--- config.mk ---
export PLATFORM = sky130hd
export DESIGN_NAME = ram_fifo_ctrl
export DESIGN_NICKNAME = d
export VERILOG_FILES = /design/src/rtl/ram_fifo_ctrl.sv
export SDC_FILE = /design/constraint.sdc
export NUM_CORES = 1
export LEC_CHECK = 0
export CAP_MARGIN = 30
export CORE_ASPECT_RATIO = 1.25
export CORE_UTILIZATION = 35
export CTS_CLUSTER_SIZE = 20
export DETAILED_ROUTE_END_ITERATION = 10
export HOLD_SLACK_MARGIN = 0.15
export PLACE_DENSITY = 0.65
export REMOVE_ABC_BUFFERS = 1
export SLEW_MARGIN = 20
export SYNTH_ARGS = -nofsm -noshare
export SYNTH_HDL_FRONTEND = slang
export SYNTH_SLANG_ARGS = --single-unit
export TNS_END_PERCENT = 20
--- constraint.sdc ---
create_clock -name clk -period 4.99 [get_ports clk]
set_input_delay 0.998 -clock clk [delete_from_list [all_inputs] [get_ports clk]]
set_output_delay 0.998 -clock clk [all_outputs]
set_load 0.02 [all_outputs]
--- src/rtl/ram_fifo_ctrl.sv ---
// ram_fifo_ctrl: FIFO controller in front of a single-port sync_ram.
// Optional almost_full output when RAM_FIFO_WATERMARK_EN is defined.
//
// Ports:
//   clk, rst_n          clock, async active-low reset
//   wr_valid/ready/data push handshake
//   rd_valid/ready/data pop handshake, registered head
//   count, full, empty  occupancy status
//   ram_en/we/addr/din  drive to sync_ram
//   ram_dout            sync_ram read data, one cycle after strobe
//   almost_full         (RAM_FIFO_WATERMARK_EN only) count >= AFULL_THRESH
module ram_fifo_ctrl #(
   parameter int DATA_W       = 8,
   parameter int ADDR_W       = 4,
   parameter int AFULL_THRESH = 12
) (
   input  logic              clk,
   input  logic              rst_n,
   input  logic              wr_valid,
   output logic              wr_ready,
   input  logic [DATA_W-1:0] wr_data,
   output logic              rd_valid,
   input  logic              rd_ready,
   output logic [DATA_W-1:0] rd_data,
   output logic [ADDR_W:0]   count,
   output logic              full,
   output logic              empty,
   output logic              ram_en,
   output logic              ram_we,
   output logic [ADDR_W-1:0] ram_addr,
   output logic [DATA_W-1:0] ram_din,
   input  logic [DATA_W-1:0] ram_dout
`ifdef RAM_FIFO_WATERMARK_EN
   ,
   output logic              almost_full
`endif
);

   localparam logic [ADDR_W:0] DEPTH_C =
      (ADDR_W+1)'(1 << ADDR_W);

   logic [ADDR_W-1:0] wr_ptr_q, wr_ptr_d;
   logic [ADDR_W-1:0] rd_ptr_q, rd_ptr_d;
   logic [ADDR_W:0]   mem_cnt_q, mem_cnt_d;
   logic              rd_pend_q, rd_pend_d;
   logic              rd_valid_q, rd_valid_d;
   logic [DATA_W-1:0] rd_data_q, rd_data_d;
   logic [ADDR_W-1:0] addr_q;
   logic [DATA_W-1:0] din_q;
   logic [ADDR_W:0]   count_d;

   logic pop;
   logic do_read;
   logic do_write;
   logic full_w;

   assign pop      = rd_valid_q & rd_ready;
   // Prefetch only when the output slot is free or
   // being freed this cycle; one read in flight max.
   assign do_read  = (mem_cnt_q != '0) & ~rd_pend_q
                   & (~rd_valid_q | pop);
   assign full_w   = (mem_cnt_q == DEPTH_C);
   // Reads win the single RAM port.
   assign wr_ready = ~full_w & ~do_read;
   assign do_write = wr_valid & wr_ready;

   always_comb begin
      wr_ptr_d   = wr_ptr_q;
      rd_ptr_d   = rd_ptr_q;
      mem_cnt_d  = mem_cnt_q;
      rd_valid_d = rd_valid_q;
      rd_data_d  = rd_data_q;
      rd_pend_d  = do_read;
      if (do_write) begin
         wr_ptr_d  = wr_ptr_q + 1'b1;
         mem_cnt_d = mem_cnt_q + 1'b1;
      end
      if (do_read) begin
         rd_ptr_d  = rd_ptr_q + 1'b1;
         mem_cnt_d = mem_cnt_q - 1'b1;
      end
      if (rd_pend_q) begin
         rd_valid_d = 1'b1;
         rd_data_d  = ram_dout;
      end else if (pop) begin
         rd_valid_d = 1'b0;
      end
      count_d = mem_cnt_d
              + {{ADDR_W{1'b0}}, rd_pend_d}
              + {{ADDR_W{1'b0}}, rd_valid_d};
   end

   // RAM strobes are gated by rst_n so nothing is
   // written while reset is held.
   always_comb begin
      ram_en   = 1'b0;
      ram_we   = 1'b0;
      ram_addr = addr_q;
      ram_din  = din_q;
      if (do_read) begin
         ram_en   = rst_n;
         ram_addr = rd_ptr_q;
      end else if (do_write) begin
         ram_en   = rst_n;
         ram_we   = rst_n;
         ram_addr = wr_ptr_q;
         ram_din  = wr_data;
      end
   end

   always_ff @(posedge clk or negedge rst_n) begin
      if (!rst_n) begin
         wr_ptr_q   <= '0;
         rd_ptr_q   <= '0;
         mem_cnt_q  <= '0;
         rd_pend_q  <= 1'b0;
         rd_valid_q <= 1'b0;
         rd_data_q  <= '0;
         addr_q     <= '0;
         din_q      <= '0;
      end else begin
         wr_ptr_q   <= wr_ptr_d;
         rd_ptr_q   <= rd_ptr_d;
         mem_cnt_q  <= mem_cnt_d;
         rd_pend_q  <= rd_pend_d;
         rd_valid_q <= rd_valid_d;
         rd_data_q  <= rd_data_d;
         addr_q     <= ram_addr;
         din_q      <= ram_din;
      end
   end

   assign rd_valid = rd_valid_q;
   assign rd_data  = rd_data_q;
   assign full     = full_w;
   assign count    = mem_cnt_q
                   + {{ADDR_W{1'b0}}, rd_pend_q}
                   + {{ADDR_W{1'b0}}, rd_valid_q};
   assign empty    = (count == '0);

`ifdef RAM_FIFO_WATERMARK_EN
   localparam logic [ADDR_W:0] AF_C =
      (ADDR_W+1)'(AFULL_THRESH);
   logic af_q;

   always_ff @(posedge clk or negedge rst_n) begin
      if (!rst_n) af_q <= 1'b0;
      else        af_q <= (count_d >= AF_C);
   end

   assign almost_full = af_q;
`else
   logic unused_cnt;
   assign unused_cnt = ^count_d;
`endif

endmodule

==> reports/metrics.csv <==
metric;value;unit
core-area;4490;um2
fin_crit_sh;87.8;%
die_w;63.6;um
hold_start;rd_ptr_q[3];
syn_to_final_growth;39.0;%
yosysTopAreaCellShare;52.8;%
dp_hpwl;2470;um
wire_per_inst;13.4;um
synthDistinctLibCells;32;
power;1.92;mW
grt_first_pass_wirelength;5530;um
drtPass1Iterations;4;
crit_arrival;3380;ps
end_kind;primary output;
cts_root_buf;clkbuf_8;
grt_usage;14.4;%
syn_inst;126;
fin_worst_skew;9.13;ps
fmax;228;MHz
synth_edf_count;0;
antenna_found_initial;0;
timing.rr.end;mem_cnt_q[4];
cts.sinks;35;
holdPathEnd;rd_ptr_q[3];
status;finished clean;
power.static_leakage;0.979;nW
start_kind;primary input;
cts_hold_buf;0;
ys_seq_elements;35;
gr-total-overflow;0;
timing.rr.start;mem_cnt_q[3];
initial_core_util;36.9;%
synth_flop_cell;dfrtp_1;
async_flop_share;100;%
ys_warn_count;0;
path_clk_slew;70;ps
ys_seq_area_share;52.8;%
place_congestion;0.717;
dpl.cell_count;231;
worstSetupPathType;primary input to primary output;
synth_area;1660;um2
critPathRequiredTime;3990;ps
wl;3190;um
stdcell_area;2310;um2
maxCapViolations;0;
instances_no_fill;238;
avgSynthCellArea;13.2;um2
rows;27;
met2_usage;25.4;%
tns;0;ps
tightest_slew;521;ps
cts_tree;done;
grt_pass1_vias;1238;
met1_usage;16.6;%
synthTopCellsByCount;dfrtp_1 (35), mux2_2 (21), inv_1 (9), xnor2_1 (9);
drv_slew;0;
ys_top_cells_by_area;dfrtp_1 (53%), mux2_2 (14%), xnor2_1 (4.8%);
hp-class;flop to flop;
finalHoldViolCount;0;
grt_start_max_net_pins;22;
path_max_fanout;9;
placed_area;2200;um2
synth_most_common_cell;dfrtp_1;
diodes;0;
hold_ws;472;ps
die_h;79.0;um
slew_headroom;65.1;%
io_buffer_count;50;
drt_iter0_markers;35;
setup_violations;0;
post_cts_buffers;0;
peakVddDrop;0.429;mV
dieArea;5020;um2
powerDensity;833;nW/um2
nFillCells;420;
worst_r2r_path_depth;8;
cts_buffer_depth;2;
use_met3;4.60;%
yosysTopAreaCell;dfrtp_1;
ant_nets;0;
num_vias;1145;
nets;208;
pin_count;51;
grt.busiest_layer;met2;
vias_per_cell;4.81;
cts.repair.resized;0;
hold_depth;1;
clk_latency;280;ps
cts_buffers;5;
layout-drive-gt1-share;18.9;%
drc;0;
htree_num_levels;2;
reg2reg_slack;2730;ps
rsz0062_at_grt;false;
period_minus_slack;4380;ps
## cell families (layout without fill, tap and decap cells)
kind of cell | Yosys count | count (layout) | synth area share [%]
flops | 35 | 35 | 52.8
simple gates | 23 | 23 | 8.90
mux | 21 | 21 | 14.3
buf+inv | 14 | 68 | 4.37
xor+xnor | 13 | 13 | 6.86
compound gates | 12 | 12 | 5.88
fa+ha+maj | 8 | 8 | 6.94
## layout make-up
| cell class | count | area (um2) | share of cell area, % |
|---|---|---|---|
| clock buffer | 6 | 72.6 | 3.15 |
| clock inverter | 1 | 30.0 | 1.30 |
| inverter | 9 | 33.8 | 1.47 |
| multi-input combinational | 77 | 711 | 30.8 |
| sequential | 35 | 876 | 38.0 |
| tap | 58 | 72.6 | 3.15 |
| timing repair buffer | 52 | 510 | 22.1 |
## layout by cell type, fill, tap and decap left out
| cell | synthesis | final |
|---|---|---|
| a21o_1 | 1 | 1 |
| bufinv_16 | 0 | 1 |
| a21boi_0 | 1 | 1 |
| and2_1 | 6 | 6 |
| nand3_1 | 2 | 2 |
| a221oi_1 | 1 | 1 |
| nand4_1 | 3 | 3 |
| a21oi_1 | 2 | 2 |
| a221o_1 | 3 | 3 |
| inv_1 | 9 | 9 |
| or4_1 | 1 | 1 |
| and3_2 | 1 | 1 |
| and3_1 | 1 | 1 |
| a32oi_1 | 1 | 1 |
| fa_1 | 2 | 2 |
| o21ai_0 | 1 | 1 |
| xor2_1 | 4 | 4 |
| dfrtp_1 | 35 | 35 |
| a211oi_1 | 1 | 1 |
| and3_4 | 1 | 1 |
| buf_4 | 0 | 2 |
| xnor2_1 | 9 | 9 |
| clkbuf_8 | 0 | 5 |
| mux2_2 | 21 | 21 |
| nor2_1 | 1 | 1 |
| nor2b_1 | 3 | 3 |
| buf_2 | 1 | 1 |
| ha_1 | 6 | 6 |
| clkdlybuf4s50_1 | 0 | 49 |
| a31oi_2 | 1 | 1 |
| or3_1 | 1 | 1 |
| clkbuf_1 | 2 | 1 |
| nand2_1 | 2 | 2 |
| nor4_2 | 1 | 1 |
## worst max path at each step
| stage | cells past startpoint | slack [ps] | to | from |
|---|---|---|---|---|
| 6_report | 6 | 610 | ram_addr[1] | rd_ready |
| 5_1_grt | 6 | 440 | ram_addr[1] | rd_ready |
| 4_1_cts | 6 | 570 | ram_addr[1] | rd_ready |
| 3_5_place_dp | 6 | 580 | ram_addr[1] | rd_ready |
| 3_3_place_gp | 6 | 630 | ram_addr[3] | rd_ready |
| 2_1_floorplan | 4 | 1000 | ram_addr[0] | rd_ready |
## layer usage
layer  share of wire [%]  up-vias
met4                 1.6        0
met3                 4.8        5
met1                  40      561
li1                    -      543
met5                   0        -
met2                  54       36
## critical path: stages
cell             delay (ps)
clkdlybuf4s50_1         470
nor2b_1                  70
or3_1                   440
a31oi_2                 510
a221o_1                 280
clkdlybuf4s50_1         610
## per-stage QoR
| stage | setup slack, ps | util (%) |
|---|---|---|
| after global placement | 634 | 49.0 |
| after global routing | 438 | 51.3 |
| after floorplan | 997 | - |
| final | 608 | 51.3 |
| after detailed placement | 581 | 49.0 |
| after CTS | 571 | 51.3 |
## power by group
group          total [mW]  internal (mW)  switching [mW]
Sequential          0.554          0.437           0.117
Clock               0.239          0.146          0.0923
Combinational        1.13          0.591           0.537
Total                1.92           1.17           0.746
## flip-flops by register name, indices dropped and copies added (netlist names)
| signal | flops |
|---|---|
| din_q | 8 |
| rd_data | 8 |
| mem_cnt_q | 5 |
| addr_q | 4 |
| rd_ptr_q | 4 |
| wr_ptr_q | 4 |
| rd_pend_q | 1 |
| rd_valid | 1 |
(Power assumes the default switching activity.)
